## src/rtl/whack_pkg.sv

```systemverilog
// Shared constants, state encoding and helpers for the whack-a-mole scheduler.
package whack_pkg;

    localparam int unsigned N_MOLES = 8;
    localparam int unsigned IDX_W   = 3;
    localparam int unsigned SCORE_W = 8;

    localparam logic [1:0] S_IDLE = 2'd0;
    localparam logic [1:0] S_WAIT = 2'd1;
    localparam logic [1:0] S_UP   = 2'd2;
    localparam logic [1:0] S_OVER = 2'd3;

    function automatic logic [N_MOLES-1:0] idx_onehot(input logic [IDX_W-1:0] idx);
        return N_MOLES'(1) << idx;
    endfunction

endpackage

```

## src/rtl/tick_gen.sv

```systemverilog
// Prescaler: one-cycle tick every CLK_DIV clocks; clear restarts the count from 0.
module tick_gen #(
    parameter int unsigned CLK_DIV = 100000
) (
    input  logic clk,
    input  logic rst,
    input  logic clear,
    output logic tick
);

    localparam int unsigned CNT_W = (CLK_DIV > 2) ? $clog2(CLK_DIV) : 1;
    localparam logic [CNT_W-1:0] CNT_LAST = CNT_W'(CLK_DIV - 1);

    logic [CNT_W-1:0] count_q, count_d;

    assign tick = (count_q == CNT_LAST);

    always_comb begin
        count_d = count_q + CNT_W'(1);
        if (clear || tick) begin
            count_d = '0;
        end
    end

    always_ff @(posedge clk or posedge rst) begin
        if (rst) begin
            count_q <= '0;
        end else begin
            count_q <= count_d;
        end
    end

endmodule

```

## src/rtl/mole_scheduler.sv

```systemverilog
// Whack-a-mole scheduler: picks moles from the lfsr index, times gap/up windows, scores hits.
// Optional macro SPEEDUP_EN shortens the up window as the score grows.
module mole_scheduler
    import whack_pkg::*;
#(
    parameter int unsigned CLK_DIV      = 100000,
    parameter int unsigned GAP_TICKS    = 500,
    parameter int unsigned UP_TICKS     = 1000,
    parameter int unsigned UP_MIN_TICKS = 250,
    parameter int unsigned MAX_MISSES   = 5
) (
    input  logic                 CLK100MHZ,
    input  logic                 reset,
    input  logic                 start,
    // "rand" is a SystemVerilog keyword, so the lfsr index arrives as rand_in
    input  logic [IDX_W-1:0]     rand_in,
    input  logic [N_MOLES-1:0]   btn,
    output logic [N_MOLES-1:0]   mole_onehot,
    output logic [SCORE_W-1:0]   score,
    output logic [SCORE_W-1:0]   misses,
    output logic                 hit_pulse,
    output logic                 miss_pulse,
    output logic                 active,
    output logic                 game_over
);

    if (CLK_DIV < 2 || GAP_TICKS < 1 || UP_TICKS < 1 || UP_MIN_TICKS < 1 ||
        MAX_MISSES < 1 || MAX_MISSES > 255) begin : g_param_check
        $error("mole_scheduler: illegal parameter set");
    end

    logic [1:0]          state_q, state_d;
    logic [31:0]         timer_q, timer_d;
    logic [IDX_W-1:0]    idx_q, idx_d;
    logic [N_MOLES-1:0]  mole_q, mole_d;
    logic [N_MOLES-1:0]  btn_q;
    logic [SCORE_W-1:0]  score_q, score_d;
    logic [SCORE_W-1:0]  misses_q, misses_d;
    logic                hit_q, hit_d;
    logic                miss_q, miss_d;
    logic [IDX_W-1:0]    cand;
    logic                tick;
    logic                clear;
    logic [31:0]         up_ticks;

    tick_gen #(
        .CLK_DIV (CLK_DIV)
    ) u_tick_gen (
        .clk   (CLK100MHZ),
        .rst   (reset),
        .clear (clear),
        .tick  (tick)
    );

`ifdef SPEEDUP_EN
    logic [31:0] up_ticks_q, up_ticks_d;
    logic [31:0] speed_dec;

    assign up_ticks  = up_ticks_q;
    assign speed_dec = 32'(score_q >> 2);

    always_comb begin
        up_ticks_d = up_ticks_q;
        if (state_q == S_WAIT && state_d == S_UP) begin
            up_ticks_d = (UP_TICKS > UP_MIN_TICKS + speed_dec) ? UP_TICKS - speed_dec
                                                               : UP_MIN_TICKS;
        end
    end

    always_ff @(posedge CLK100MHZ or posedge reset) begin
        if (reset) begin
            up_ticks_q <= UP_TICKS;
        end else begin
            up_ticks_q <= up_ticks_d;
        end
    end
`else
    assign up_ticks = UP_TICKS;
`endif

    assign cand = rand_in;

    always_comb begin
        state_d  = state_q;
        timer_d  = timer_q;
        idx_d    = idx_q;
        mole_d   = mole_q;
        score_d  = score_q;
        misses_d = misses_q;
        hit_d    = 1'b0;
        miss_d   = 1'b0;
        clear    = 1'b0;

        case (state_q)
            S_IDLE: begin
                mole_d = '0;
                if (start) begin
                    state_d  = S_WAIT;
                    score_d  = '0;
                    misses_d = '0;
                    timer_d  = '0;
                    clear    = 1'b1;
                end
            end
            S_WAIT: begin
                if (tick) begin
                    timer_d = timer_q + 32'd1;
                end
                if (!start) begin
                    state_d = S_IDLE;
                    mole_d  = '0;
                end else if (tick && timer_q == GAP_TICKS - 1) begin
                    // idx_q doubles as last_idx: never light the same mole twice in a row
                    idx_d   = (cand == idx_q) ? cand + IDX_W'(1) : cand;
                    mole_d  = idx_onehot(idx_d);
                    state_d = S_UP;
                    timer_d = '0;
                    clear   = 1'b1;
                end
            end
            S_UP: begin
                if (tick) begin
                    timer_d = timer_q + 32'd1;
                end
                if (!start) begin
                    state_d = S_IDLE;
                    mole_d  = '0;
                end else if (btn_q[idx_q]) begin
                    score_d = (score_q == '1) ? score_q : score_q + SCORE_W'(1);
                    hit_d   = 1'b1;
                    mole_d  = '0;
                    state_d = S_WAIT;
                    timer_d = '0;
                    clear   = 1'b1;
                end else if (tick && timer_q == up_ticks - 1) begin
                    misses_d = misses_q + SCORE_W'(1);
                    miss_d   = 1'b1;
                    mole_d   = '0;
                    if (misses_d == SCORE_W'(MAX_MISSES)) begin
                        state_d = S_OVER;
                    end else begin
                        state_d = S_WAIT;
                        timer_d = '0;
                        clear   = 1'b1;
                    end
                end
            end
            S_OVER: begin
                mole_d = '0;
                if (!start) begin
                    state_d = S_IDLE;
                end
            end
            default: begin
                state_d = S_IDLE;
                mole_d  = '0;
            end
        endcase
    end

    always_ff @(posedge CLK100MHZ or posedge reset) begin
        if (reset) begin
            state_q  <= S_IDLE;
            timer_q  <= '0;
            idx_q    <= '0;
            mole_q   <= '0;
            btn_q    <= '0;
            score_q  <= '0;
            misses_q <= '0;
            hit_q    <= 1'b0;
            miss_q   <= 1'b0;
        end else begin
            state_q  <= state_d;
            timer_q  <= timer_d;
            idx_q    <= idx_d;
            mole_q   <= mole_d;
            btn_q    <= btn;
            score_q  <= score_d;
            misses_q <= misses_d;
            hit_q    <= hit_d;
            miss_q   <= miss_d;
        end
    end

    assign mole_onehot = mole_q;
    assign score       = score_q;
    assign misses      = misses_q;
    assign hit_pulse   = hit_q;
    assign miss_pulse  = miss_q;
    assign active      = (state_q == S_WAIT) || (state_q == S_UP);
    assign game_over   = (state_q == S_OVER);

endmodule
```

## config.mk

```make
export PLATFORM = sky130hd
export DESIGN_NAME = mole_scheduler
export DESIGN_NICKNAME = d
export VERILOG_FILES = /design/src/rtl/whack_pkg.sv /design/src/rtl/tick_gen.sv /design/src/rtl/mole_scheduler.sv
export SDC_FILE = /design/constraint.sdc
export NUM_CORES = 1
export LEC_CHECK = 0
export ABC_CLOCK_PERIOD_IN_PS = 2900
export BUFFER_PORTS_ARGS = -buffer_cell sky130_fd_sc_hd__buf_2
export CAP_MARGIN = 10
export CORE_AREA = 2 2 123 125
export CTS_CLUSTER_DIAMETER = 150
export DETAILED_ROUTE_END_ITERATION = 10
export DIE_AREA = 0 0 125 127
export SLEW_MARGIN = 20
export SYNTH_ARGS = -nofsm -noshare
export SYNTH_HDL_FRONTEND = slang
export SYNTH_SLANG_ARGS = --single-unit
```

## constraint.sdc

```tcl
create_clock -name CLK100MHZ -period 2.9 [get_ports CLK100MHZ]
set_clock_uncertainty 0.05 [all_clocks]
set_input_delay 0.435 -clock CLK100MHZ [delete_from_list [all_inputs] [get_ports CLK100MHZ]]
set_output_delay 0.435 -clock CLK100MHZ [all_outputs]
set_load 0.005 [all_outputs]
```

-- Yosys cells after proc, flatten, opt, wreduce, memory -nomap -nowiden
Cells that the tools add are included.
- bits in registers: 88
- logic and storage cells: 101
- reductions and logical operators: 14
- add/sub/neg operators: 5
- multiplexer cells: 52
- magnitude comparators: 1
- eq/ne operators: 18
- shift operators: 1
- operators with widths (kind ; number):
    32-bit 2-to-1 mux ; 8
    8-bit 2-to-1 mux ; 12
    32-bit one-hot mux with 3 select lines ; 1
    32-bit by 1-bit adder with 32-bit output (second input constant) ; 1
    32-bit by 10-bit == test with 1-bit output (second input constant) ; 1
    32-bit by 9-bit == test with 1-bit output (second input constant) ; 1
    8-bit one-hot mux with 2 select lines ; 2
    8-bit one-hot mux with 3 select lines ; 1
    17-bit by 1-bit adder with 17-bit output (second input constant) ; 1
    17-bit == test (second input constant) ; 1
    17-bit 2-to-1 mux ; 1
    8-bit by 1-bit adder with 8-bit output (second input constant) ; 2
    2-bit 2-to-1 mux ; 8
    1-bit 2-to-1 mux ; 15
    2-bit inequality test (second input constant) ; 7
    5-bit AND reduction ; 2
    8-bit by 3-bit == test with 1-bit output (second input constant) ; 1
    8-bit == test (second input constant) ; 1
    2-bit one-hot mux with 4 select lines ; 1
    1-bit by 3-bit << shifter with 8-bit output (first input constant) ; 1
    2-bit == test (second input constant) ; 2
    3-bit by 4-bit less-than comparator with 1-bit output (second input constant) ; 1
    4-bit inequality test (second input constant) ; 1
    2-bit AND reduction ; 2
    other kinds (15) ; 17

-- Depth between registers and ports, before layout
Gate-level depths: netlist of run 1.
- depth after elaboration: 9
- depth in mapped cells: 11
- mapped depth without buffers: 8

-- Cells and area by module
From an unflattened synthesis of run 1, not the netlist that was laid out.
- cell total of the unflattened synthesis: 508
- area, all modules: 4762.1 sq um
- modules (own cells, without submodules) (module ; sequential area each (sq um) ; times used ; cells an instance ; area each (sq um)):
    mole_scheduler ; 1776.7 ; 1 ; 418 ; 3876.2
    tick_gen ; 425.4 ; 1 ; 90 ; 885.8

-- Least setup slack after synthesis of run 1
OpenSTA, ideal clock, no wires.
- path type: flip-flop to flip-flop
- start: register timer_q[0]
- end: register timer_q[10]
- clock period less this slack: 2.307 ns
- arrival: 2.137 ns
- cell stages (with the launch flop): 9
- setup slack: 0.593 ns
- cells stage by stage: dfrtp_1 -> ha_1 -> nor4b_1 -> nand3_1 -> nor4_4 -> a211oi_2 -> nor3_4 -> buf_6 -> nor2_1
- cells in the longest elaborated chain, start to end: 7
- elaborated cells between the ends (all ways): 13
- ends and longest elaborated chain (item ; RTL line ; RTL):
    start: declaration ; mole_scheduler.sv:33 ; logic [31:0] timer_q, timer_d;
    start signal: assignment ; mole_scheduler.sv:174 ; timer_q <= timer_d;
    32-bit by 1-bit adder with 32-bit output ; mole_scheduler.sv:107, mole_scheduler.sv:123 ;
    32-bit 2-to-1 mux ; mole_scheduler.sv:106, mole_scheduler.sv:122 ;
    32-bit 2-to-1 mux ; mole_scheduler.sv:139 ; if (misses_d == SCORE_W'(MAX_MISSES)) begin
    32-bit 2-to-1 mux ; mole_scheduler.sv:135 ; end else if (tick && timer_q == up_ticks - 1) begin
    32-bit 2-to-1 mux ; mole_scheduler.sv:128 ; end else if (btn_q[idx_q]) begin
    32-bit 2-to-1 mux ; mole_scheduler.sv:125 ; if (!start) begin
    32-bit one-hot mux with 3 select lines * ; mole_scheduler.sv:94 ; case (state_q)
Mark *: on every way between the ends. The rest lies on a longest branch, timed or not.
A chain may end at the register's enable or synchronous reset.

-- Final worst setup path of run 1
- start: register u_tick_gen.count_q[0]
- end: register timer_q[23]
- cells in the longest elaborated chain, start to end: 7
- elaborated cells between the ends (all ways): 11
- ends and longest elaborated chain (item ; RTL line ; RTL):
    start: declaration ; tick_gen.sv:14 ; logic [CNT_W-1:0] count_q, count_d;
    start signal: assignment ; tick_gen.sv:29 ; count_q <= count_d;
    17-bit == test * ; tick_gen.sv:16 ; assign tick = (count_q == CNT_LAST);
    32-bit 2-to-1 mux ; mole_scheduler.sv:106, mole_scheduler.sv:122 ;
    32-bit 2-to-1 mux ; mole_scheduler.sv:139 ;
    32-bit 2-to-1 mux ; mole_scheduler.sv:135 ;
    32-bit 2-to-1 mux ; mole_scheduler.sv:128 ;
    32-bit 2-to-1 mux ; mole_scheduler.sv:125 ;
    32-bit one-hot mux with 3 select lines * ; mole_scheduler.sv:94 ;
Marks and branches as above.

==> results of run 1 <==
## kinds of logic after synthesis
kind of cell / Yosys count / synth area share
and+or+nand+nor: 258 / 0.295
DFF: 88 / 0.444
AOI/OAI and AO/OA: 73 / 0.104
xor gates and xnor gates: 43 / 0.0759
buffers and inverters: 34 / 0.0305
muxes: 12 / 0.0257
adders and majority gates: 10 / 0.0252
## layout make-up
type | count | share of cell area
multi-input combinational | 396 | 0.459
sequential | 88 | 0.388
timing repair buffer | 53 | 0.0542
clock buffer | 10 | 0.0421
tap | 184 | 0.0406
inverter | 14 | 0.00948
clock inverter | 6 | 0.00617
## power groups by stage
stage          Sequential [uW]  Clock (uW)  Combinational (uW)
3_3_place_gp              1340           0                 834
6_report                  1320        1070                 851
5_1_grt                   1330        1170                 958
3_5_place_dp              1350           0                 853
2_1_floorplan             1340           0                 612
4_1_cts                   1320        1110                 858
## layout by cell type (no fill, tap or decap), types with 4 or more instances in the layout
| cell type | n |
|---|---|
| and3_1 | 8 |
| or2_2 | 6 |
| nor2_1 | 70 |
| nand3_1 | 27 |
| nand2_1 | 47 |
| a21o_1 | 8 |
| a211o_1 | 4 |
| o31ai_1 | 14 |
| o21ai_0 | 11 |
| a21oi_1 | 7 |
| buf_2 | 41 |
| o211ai_1 | 7 |
| buf_4 | 11 |
| nor4_4 | 5 |
| xnor2_1 | 19 |
| clkbuf_16 | 9 |
| ha_1 | 10 |
| inv_1 | 13 |
| nor2b_1 | 5 |
| nor4_1 | 13 |
| mux2i_1 | 6 |
| o21ai_1 | 5 |
| nor4_2 | 4 |
| nor3_1 | 19 |
| and4_1 | 5 |
| and2_1 | 5 |
| clkinv_2 | 5 |
| mux2_2 | 6 |
| nand4_1 | 19 |
| dfrtp_1 | 88 |
| xor2_1 | 24 |
## metrics by stage
stage / area, sq um / util / power (uW) / std cells / hold WS [ps]
6_report: 5680 / 0.393 / 3250 / 751 / 105
4_1_cts: 5680 / 0.393 / 3290 / 751 / 111
3_3_place_gp: 5400 / 0.374 / 2180 / 735 / 405
2_1_floorplan: 4960 / - / 1950 / 518 / 405
3_5_place_dp: 5400 / 0.374 / 2200 / 735 / 412
5_1_grt: 5680 / 0.393 / 3460 / 751 / 127
## synthesized netlist by cell type (2+ instances only)
| library cell | n | share of area |
|---|---|---|
| xor2_1 | 24 | 0.042 |
| inv_1 | 14 | 0.011 |
| dfrtp_1 | 88 | 0.44 |
| nand4_2 | 3 | 0.0076 |
| nor4_2 | 4 | 0.010 |
| nor2_1 | 70 | 0.053 |
| nor4_4 | 5 | 0.021 |
| o21ai_1 | 5 | 0.0050 |
| nand2b_1 | 3 | 0.0038 |
| o31ai_1 | 14 | 0.021 |
| and3_1 | 8 | 0.010 |
| nor4b_1 | 2 | 0.0035 |
| o21bai_1 | 3 | 0.0045 |
| o22ai_1 | 2 | 0.0025 |
| a21oi_1 | 7 | 0.0071 |
| nor3_1 | 19 | 0.019 |
| buf_6 | 2 | 0.0045 |
| or2_2 | 6 | 0.0076 |
| o21ai_0 | 11 | 0.011 |
| mux2i_1 | 6 | 0.012 |
| xnor2_1 | 19 | 0.034 |
| nand2_1 | 47 | 0.036 |
| mux2_2 | 6 | 0.014 |
| and4bb_2 | 2 | 0.0050 |
| nand4_1 | 19 | 0.024 |
| or3_1 | 3 | 0.0038 |
| nor4_1 | 13 | 0.016 |
| a211oi_2 | 2 | 0.0050 |
| buf_2 | 7 | 0.0071 |
| and4b_1 | 2 | 0.0040 |
| nand3_1 | 27 | 0.027 |
| a21o_1 | 8 | 0.012 |
| nor3b_1 | 2 | 0.0030 |
| o211ai_1 | 7 | 0.011 |
| a211o_1 | 4 | 0.0071 |
| ha_1 | 10 | 0.025 |
| a22o_1 | 2 | 0.0035 |
| and2_1 | 5 | 0.0063 |
| nor2b_1 | 5 | 0.0063 |
| and4_1 | 5 | 0.0088 |
| clkbuf_1 | 11 | 0.0083 |
## registers in the layout, indices dropped and copies added, names as in the netlist
| register | count |
|---|---|
| timer_q | 32 |
| u_tick_gen.count_q | 17 |
| btn_q | 8 |
| misses | 8 |
| mole_onehot | 8 |
| score | 8 |
| idx_q | 3 |
| state_q | 2 |
| hit_pulse | 1 |
| miss_pulse | 1 |
## worst register-to-register path, delay by kind of cell (launching register included)
kind / cells / cell delay, ps
and+or+nand+nor: 4 / 1170
DFF: 1 / 390
adders and majority gates: 1 / 220
buffers and inverters: 1 / 310
AOI/OAI and AO/OA: 2 / 330
## final timing paths
path,start,to,slack (ps),cells after the start
worst min register to register,mole_onehot[1]$_DFFE_PP0P_,mole_onehot[1]$_DFFE_PP0P_,420,2
worst min-delay path,reset,score[0]$_DFFE_PP0P_,110,2
worst max register to register,u_tick_gen.count_q[0]$_DFF_PP0_,timer_q[23]$_DFFE_PP0P_,310,8
max in group asynchronous,reset,timer_q[16]$_DFFE_PP0P_,2000,3
worst max-delay path,u_tick_gen.count_q[0]$_DFF_PP0_,timer_q[23]$_DFFE_PP0P_,310,8
min in group CLK100MHZ,btn[4],btn_q[4]$_DFF_PP0_,140,1
## layer usage
layer / GRT usage / part of all wire / wire (um)
met3: 0.0281 / 0.037 / 401
met2: 0.234 / 0.46 / 5060
met1: 0.193 / 0.48 / 5270
met4: 0.0621 / 0.018 / 192
met5: 0 / 0 / 0
==> results.toml, run 1 <==
[power]
power_density_nw_per_um2 = 572
leakagePower_uw = 0.00257
p_comb_frac = 0.262
switching_share = 0.333
p_int_uw = 2160
power.switching_uw = 1080
sequentialPowerShare = 0.408
irDropWorstVdd_mv = 0.349
p_clk_frac = 0.330

[routing]
drc = 0
via_count = 3944
avgRoutedWirePerCell_um = 14.5
postRouteAntennaNets = 0
vias_per_cell = 5.25
routed_wirelength_mm = 10.9
dr.pass1.iters = 4
drtIter0Drc = 180

[cts]
root_buffer = "clkbuf_16"
clkLatencyLatePin_ps = 340
hold_buffers = 0
htreeDepth = 3
ctsLongestPathBuffers = 2
cts.clk_slew.worst_paths_ps = 60
cts.sinks = 88
cts_tree = "yes"
postCtsSetupBuffers = 0
cts_buffers = 9
post_cts_resized = 0

[timing]
setup_viol = 0
rsz0062_at_grt = "no"
setup-tns-final_ps = 0
fin_crit_sh = 0.894
worst_slew_pin_slew_ps = 681
slew_violations = 0
post-route-min-period_ps = 2590
finalHoldViolCount = 0
slew-limit-headroom = 0.545
layout_setup_ws_ps = 309
fmax_mhz = 386

[layout]
multi_input_area_sq_um = 2610
nFillCells = 1440
drive_gt1_frac = 0.180
area_growth_pct = 14.4
seq_area_sq_um = 2200
num_antenna_cells = 0
nets = 586

[floorplanning]
num_io_pins = 42
fp.dieArea_sq_um = 15900
rows = 44
start_util = 0.344
die_h_um = 127
core-area_sq_um = 14400
die_w_um = 125

[critical_path]
cp-start-kind = "flop"
worst_setup_path_end_kind = "flop"
critPathRequiredTime_ps = 3070
critPathMaxFanout = 28
max_stage_delay_ps = 400
cp_top_family = "simple AND/OR/NAND/NOR gates"
critical_path_class = "flop to flop"
cp.arrival_ps = 2760
worst_path_max_delay_cell = "and4_1"
crit_buf_inv = 1
crit_chain = "ha_1 -> and4_1 -> nand4_2 -> nor4_4 -> a211oi_2 -> nor3_4 -> buf_4 -> o21ai_1"

[synth]
syn_avg_cell_area_sq_um = 9.58
ys_seq_area_frac = 0.444
ys_ff_latch = 88
syn_nets = 542
ys_types = 57
async_reset_ff_frac = 1.00
ys.flop_type = "dfrtp_1"
syn_area_sq_um = 4960
yosys_warnings = 0
synthCells = 518
synth-edff-count = 0

[global_route]
grt_max_degree = 54
overflow = 0
grtUsageTotal = 0.146
antenna_found_initial = 0
grt_pass1_vias = 3888
grt_pass1_wl_mm = 19.1

[placed_design]
hpwl_mm = 7.78
port_buffers = 41
dp_slack_ps = 298
globalplace.congestion = 0.805

[flow_run]
max_cap_violations = 0

[run_status]
outcome = "finished, final reports clean"

[hold_path]
holdCritPathClass = "input port to async pin"
Power figures use the tool's default switching activity.
==> run 2: changes to the inputs <==
--- a/config.mk
+++ b/config.mk
@@ -5,7 +5,7 @@
 export SDC_FILE = /design/constraint.sdc
 export NUM_CORES = 1
 export LEC_CHECK = 0
-export ABC_CLOCK_PERIOD_IN_PS = 2900
+export ABC_CLOCK_PERIOD_IN_PS = 2290
 export BUFFER_PORTS_ARGS = -buffer_cell sky130_fd_sc_hd__buf_2
 export CAP_MARGIN = 10
 export CORE_AREA = 2 2 123 125
==> constraint.sdc (replaced) <==
create_clock -name CLK100MHZ -period 2.29 [get_ports CLK100MHZ]
set_clock_uncertainty 0.05 [all_clocks]
set_input_delay 0.3435 -clock CLK100MHZ [delete_from_list [all_inputs] [get_ports CLK100MHZ]]
set_output_delay 0.3435 -clock CLK100MHZ [all_outputs]
set_load 0.005 [all_outputs]
==> run 2 against run 1 <==
The flow now finishes with violations (negative setup slack). Setup slack got worse by 380 ps. Maximum frequency increased by 9.9%. Critical path depth rose by 1. Die area unchanged. Critical endpoint is now timer_q[24]$_DFFE_PP0P_. Cell count increased by 11%. Highest routed layer unchanged. Via count is 9.7% higher. Clock power rose by 31%. Core utilization increased by 7.1 points. Count of clock-buffer cells in the layout up 2. Hold slack worse by 58 ps.
==> results.toml, run 2 (same netlist as run 1, synthesis figures left out) <==
[layout]
area_growth_pct = 35.0
largest-register = "timer_q"
final_core_util = 0.464
nets = 669
mostFrequentLayoutCells = "dfrtp_1, buf_4, nor2_1, nand2_1, buf_2"
largest_reg_flops = 32
instances_no_fill = 833
num_antenna_cells = 0
finalInstanceArea_sq_um = 6700
drive_gt1_frac = 0.356
largest_registers = "timer_q x32, u_tick_gen.count_q x17"
final_common_cell = "dfrtp_1"

[hold_path]
holdCritPathClass = "input port to flop"

[routing]
top_layer_used = "met4"
avgRoutedWirePerCell_um = 15.3
met1_length_mm = 5.92
met3WireLength_um = 486
drtIter0Drc = 297
via_count = 4326
drc = 0
vias_per_cell = 5.19
dr.pass1.iters = 4
met2WireLength_mm = 5.99
routed_wirelength_mm = 12.7
postRouteAntennaNets = 0

[placed_design]
globalplace.congestion = 0.875
hpwl_mm = 8.70
place_area_sq_um = 5900
dp_slack_ps = -147
port_buffers = 41
dp_cells = 799

[cts]
htreeDepth = 3
cts.clk_slew.worst_paths_ps = 60
cts_buffers = 9
cts.sinks = 88
root_buffer = "clkbuf_16"
cts_tree = "yes"
clkLatencyLatePin_ps = 350
ctsLongestPathBuffers = 2

[timing]
layout_setup_ws_ps = -68.5
slew_violations = 0
setup_viol = 45
post-route-min-period_ps = 2360
fmax_mhz = 424
fin_crit_sh = 1.03
slew-limit-headroom = 0.675
finalHoldViolCount = 0
rsz0062_at_grt = "yes"
worst_slew_pin_slew_ps = 487

[critical_path]
cp.arrival_ps = 2530
crit_chain = "nor4_1 -> nand3_2 -> nor4_4 -> buf_4 -> a211oi_4 -> nor3_4 -> buf_6 -> buf_12 -> nor3_1"
max_stage_delay_ps = 460
worst_path_max_delay_cell = "nor4_1"
critical_path_class = "flop to flop"
cp-start-kind = "flop"
critPathMaxFanout = 8
critPathRequiredTime_ps = 2460
crit_buf_inv = 3
worst_setup_path_end_kind = "flop"
cp_top_family = "simple AND/OR/NAND/NOR gates"

[floorplanning]
die_h_um = 127
num_io_pins = 42
core-area_sq_um = 14400
die_w_um = 125
start_util = 0.344
rows = 44
fp.dieArea_sq_um = 15900

[global_route]
grt_max_degree = 89
grt_pass1_vias = 4302
overflow = 0
antenna_found_initial = 0
grt_pass1_wl_mm = 21.0
grtUsageTotal = 0.162

[run_status]
violations = "negative setup slack"
outcome = "finished, violations left"

[power]
power_density_nw_per_um2 = 706
leakagePower_uw = 0.00306
irDropWorstVdd_mv = 0.435

[flow_run]
max_cap_violations = 0
-- run 2: cell types whose count changed in the layout (fill, tap and decap cells not counted), moves of 3 or more --
cell	change
clkinv_2	-3
nor2_4	+11
nor3_1	-6
o31ai_2	+4
nor3_2	+5
nor4_1	-3
nand3_2	+3
nor4_4	+3
nor2_1	-21
nor2_2	+10
nand3_1	-3
o31ai_1	-4
buf_4	+68
buf_6	+11
-- run 2: final timing paths --
path	startpoint	end	slack (ps)	depth (start not counted)
worst max-delay path	timer_q[24]$_DFFE_PP0P_	timer_q[24]$_DFFE_PP0P_	-70	9
worst min-delay path	btn[1]	btn_q[1]$_DFF_PP0_	50	1
worst max register to register	timer_q[24]$_DFFE_PP0P_	timer_q[24]$_DFFE_PP0P_	-70	9
worst min register to register	mole_onehot[0]$_DFFE_PP0P_	mole_onehot[0]$_DFFE_PP0P_	430	2
max in group asynchronous	reset	timer_q[18]$_DFFE_PP0P_	1740	3
min in group asynchronous	reset	score[6]$_DFFE_PP0P_	80	3
-- run 2: metal layers --
layer  vias to the layer above  track usage
li1                       2114            -
met1                      2104        0.214
met2                        85        0.260
met3                        23       0.0297
met4                         0       0.0758
met5                         -            0
-- run 2: timing repair --
action | in CTS | in global routing
cloned | 2 | 1
resized for setup | 21 | 66
setup buffers | 6 | 11
endpoints found under the setup margin | 60 | 70
hold buffers | 0 | 0
pin swaps | 5 | 39
-- run 2: power by group --
group | switching (uW) | internal [uW]
clock network | 612 | 785
logic | 968 | 703
registers | 43.4 | 1620
-- run 2: metrics by stage --
| stage | hold slack [ps] | total power (uW) | TNS, ps |
|---|---|---|---|
| final | 47.2 | 4730 | -1530 |
| after global routing | 40.6 | 4980 | -9140 |
| after CTS | 40.8 | 4500 | -217 |
| after detailed placement | 405 | 2930 | -2640 |
| after global placement | 405 | 2910 | -490 |
| after floorplan | 325 | 2470 | 0 |
-- run 2: cell type report --
class                           instances  area (sq um)
Fill cell                            1353          7720
Clock buffer                           12           256
Multi-Input combinational cell        397          2940
Sequential cell                        88          2200
Timing Repair Buffer                  135           997
Clock inverter                          3          17.5
Tap cell                              184           230
Inverter                               14          56.3
==> run 3: changes to the inputs <==
--- a/config.mk
+++ b/config.mk
@@ -8,10 +8,11 @@
 export ABC_CLOCK_PERIOD_IN_PS = 2290
 export BUFFER_PORTS_ARGS = -buffer_cell sky130_fd_sc_hd__buf_2
 export CAP_MARGIN = 10
-export CORE_AREA = 2 2 123 125
+export CORE_AREA = 2 2 99 101
 export CTS_CLUSTER_DIAMETER = 150
 export DETAILED_ROUTE_END_ITERATION = 10
-export DIE_AREA = 0 0 125 127
+export DIE_AREA = 0 0 101 103
+export PLACE_DENSITY = 0.75
 export SLEW_MARGIN = 20
 export SYNTH_ARGS = -nofsm -noshare
 export SYNTH_HDL_FRONTEND = slang
==> run 3 against run 2 <==
The flow still finishes with violations (negative setup slack). Wire length fell by 1.1%. Sequential share of layout area rose by 1.1 points. Count of clock-buffer cells in the layout fell by 3. Die area fell by 34%. Combinational power rose by 4%. Clock power fell by 22%. Critical path depth did not move. Register-to-register slack got worse by 60 ps. Total power fell by 5.0%. Global-route usage rose by 7.8 points. Largest power group unchanged.
==> results.toml, run 3 (same netlist as run 1, synthesis figures left out) <==
[run_status]
outcome = "finished, violations left"
violations = "negative setup slack"

[cts]
cts.clk_slew.worst_paths_ps = 90
htreeDepth = 3
clkLatencyLatePin_ps = 370
ctsLongestPathBuffers = 2
cts.sinks = 88
hold_buffers = 0
cts_buffers = 9
root_buffer = "clkbuf_8"
cts_tree = "yes"

[flow_run]
max_cap_violations = 0

[layout]
area_growth_pct = 30.9
largest_reg_flops = 32
num_antenna_cells = 0
instances_no_fill = 758
largest-register = "timer_q"
nets = 663
mostFrequentLayoutCells = "dfrtp_1, buf_4, nand2_1, nor2_1, buf_2"
finalInstanceArea_sq_um = 6490
largest_registers = "timer_q x32, u_tick_gen.count_q x17"
drive_gt1_frac = 0.371
final_common_cell = "dfrtp_1"

[critical_path]
cp-start-kind = "flop"
crit_chain = "nor4_1 -> nand3_2 -> nor4_4 -> buf_4 -> a211oi_4 -> nor3_4 -> buf_6 -> buf_12 -> nor3_2"
r2r_slack_ps = -130
worst_setup_path_end_kind = "flop"
max_stage_delay_ps = 460
critical_path_class = "flop to flop"
cp.arrival_ps = 2620
critPathRequiredTime_ps = 2490
critPathMaxFanout = 7
worst_path_max_delay_cell = "dfrtp_1"

[placed_design]
dp_cells = 731
place_area_sq_um = 5810
globalplace.congestion = 0.875
dp_slack_ps = -58.2
port_buffers = 41
hpwl_mm = 8.42

[timing]
slew_violations = 0
setup_viol = 48
slew-limit-headroom = 0.683
setup-tns-final_ps = -3120
worst_slew_pin_slew_ps = 475
finalHoldViolCount = 0
rsz0062_at_grt = "yes"
fin_crit_sh = 1.06
whs_ps = 19.1
post-route-min-period_ps = 2420
layout_setup_ws_ps = -127
fmax_mhz = 414

[floorplanning]
core-area_sq_um = 9460
die_h_um = 103
start_util = 0.524
rows = 36
num_io_pins = 42
die_w_um = 101
fp.dieArea_sq_um = 10400

[power]
leakagePower_uw = 0.00297
power_density_nw_per_um2 = 692
irDropWorstVdd_mv = 0.447

[global_route]
grtUsageTotal = 0.240
grt_max_degree = 89
grt_pass1_wl_mm = 19.9
grt_pass1_vias = 4295
overflow = 0
antenna_found_initial = 0

[routing]
routed_wirelength_mm = 12.6
avgRoutedWirePerCell_um = 16.6
postRouteAntennaNets = 0
drtIter0Drc = 199
dr.pass1.iters = 5
vias_per_cell = 5.83
drc = 0
via_count = 4418

[hold_path]
holdCritPathClass = "input port to flop"
==> run 3: cell types whose count changed in the layout (fill, tap and decap cells not counted), sizes merged <==
| cell | change |
|---|---|
| buf | -5 |
| clkinv | +2 |
| a21boi | -1 |
| clkbuf | -3 |
| clkinvlp | +1 |
| bufinv | +1 |
==> run 3: metrics by stage <==
| stage | util | total power [uW] |
|---|---|---|
| global placement | 0.615 | 2910 |
| CTS | 0.648 | 4180 |
| global route | 0.687 | 4720 |
| floorplan | - | 2470 |
| detailed placement | 0.615 | 2940 |
| finish | 0.687 | 4500 |
==> run 3: per-layer routing <==
layer  vias up  part of all wire  global-route usage
met5         -                 0                   0
met4         0             0.024               0.105
met3        27             0.047              0.0447
met2       128              0.49               0.402
met1      2172              0.44               0.307
li1       2091                 -                   -
==> run 3: worst max-delay path: cells and delay by family (launching register included) <==
kind | cells | cell delay [ps]
buffers and inverters | 3 | 510
flip-flops | 1 | 460
AND/OR/NAND/NOR | 5 | 1200
AO/OA/AOI/OAI | 1 | 80
==> run 3: final timing paths <==
check	from	endpoint	cells past startpoint
hold / removal	btn[5]	btn_q[5]$_DFF_PP0_	1
min in group asynchronous	reset	u_tick_gen.count_q[3]$_DFF_PP0_	3
hold reg to reg	mole_onehot[1]$_DFFE_PP0P_	mole_onehot[1]$_DFFE_PP0P_	2
setup / recovery	timer_q[25]$_DFFE_PP0P_	timer_q[8]$_DFFE_PP0P_	9
max in group asynchronous	reset	timer_q[13]$_DFFE_PP0P_	3
setup reg to reg	timer_q[25]$_DFFE_PP0P_	timer_q[8]$_DFFE_PP0P_	9
==> run 3: where the power goes <==
group	switching, uW	internal, uW
Clock	587	504
Sequential	45.0	1620
Combinational	1020	722
==> run 3: layout make-up <==
class / instances / area (sq um)
multi-input combinational: 396 / 2940
inverter: 14 / 56.3
fill: 679 / 2970
sequential: 88 / 2200
clock buffer: 9 / 124
timing repair buffer: 130 / 951
clock inverter: 7 / 72.6
tap: 114 / 143
==> run 3: repair_timing <==
| item | in CTS | in global routing |
|---|---|---|
| gates resized for setup | 15 | 83 |
| setup buffers | 5 | 3 |
| setup endpoints to repair | 36 | 70 |
| endpoints found under the hold margin | 0 | 0 |
| pin swaps | 15 | 36 |
| gates cloned | 2 | 1 |
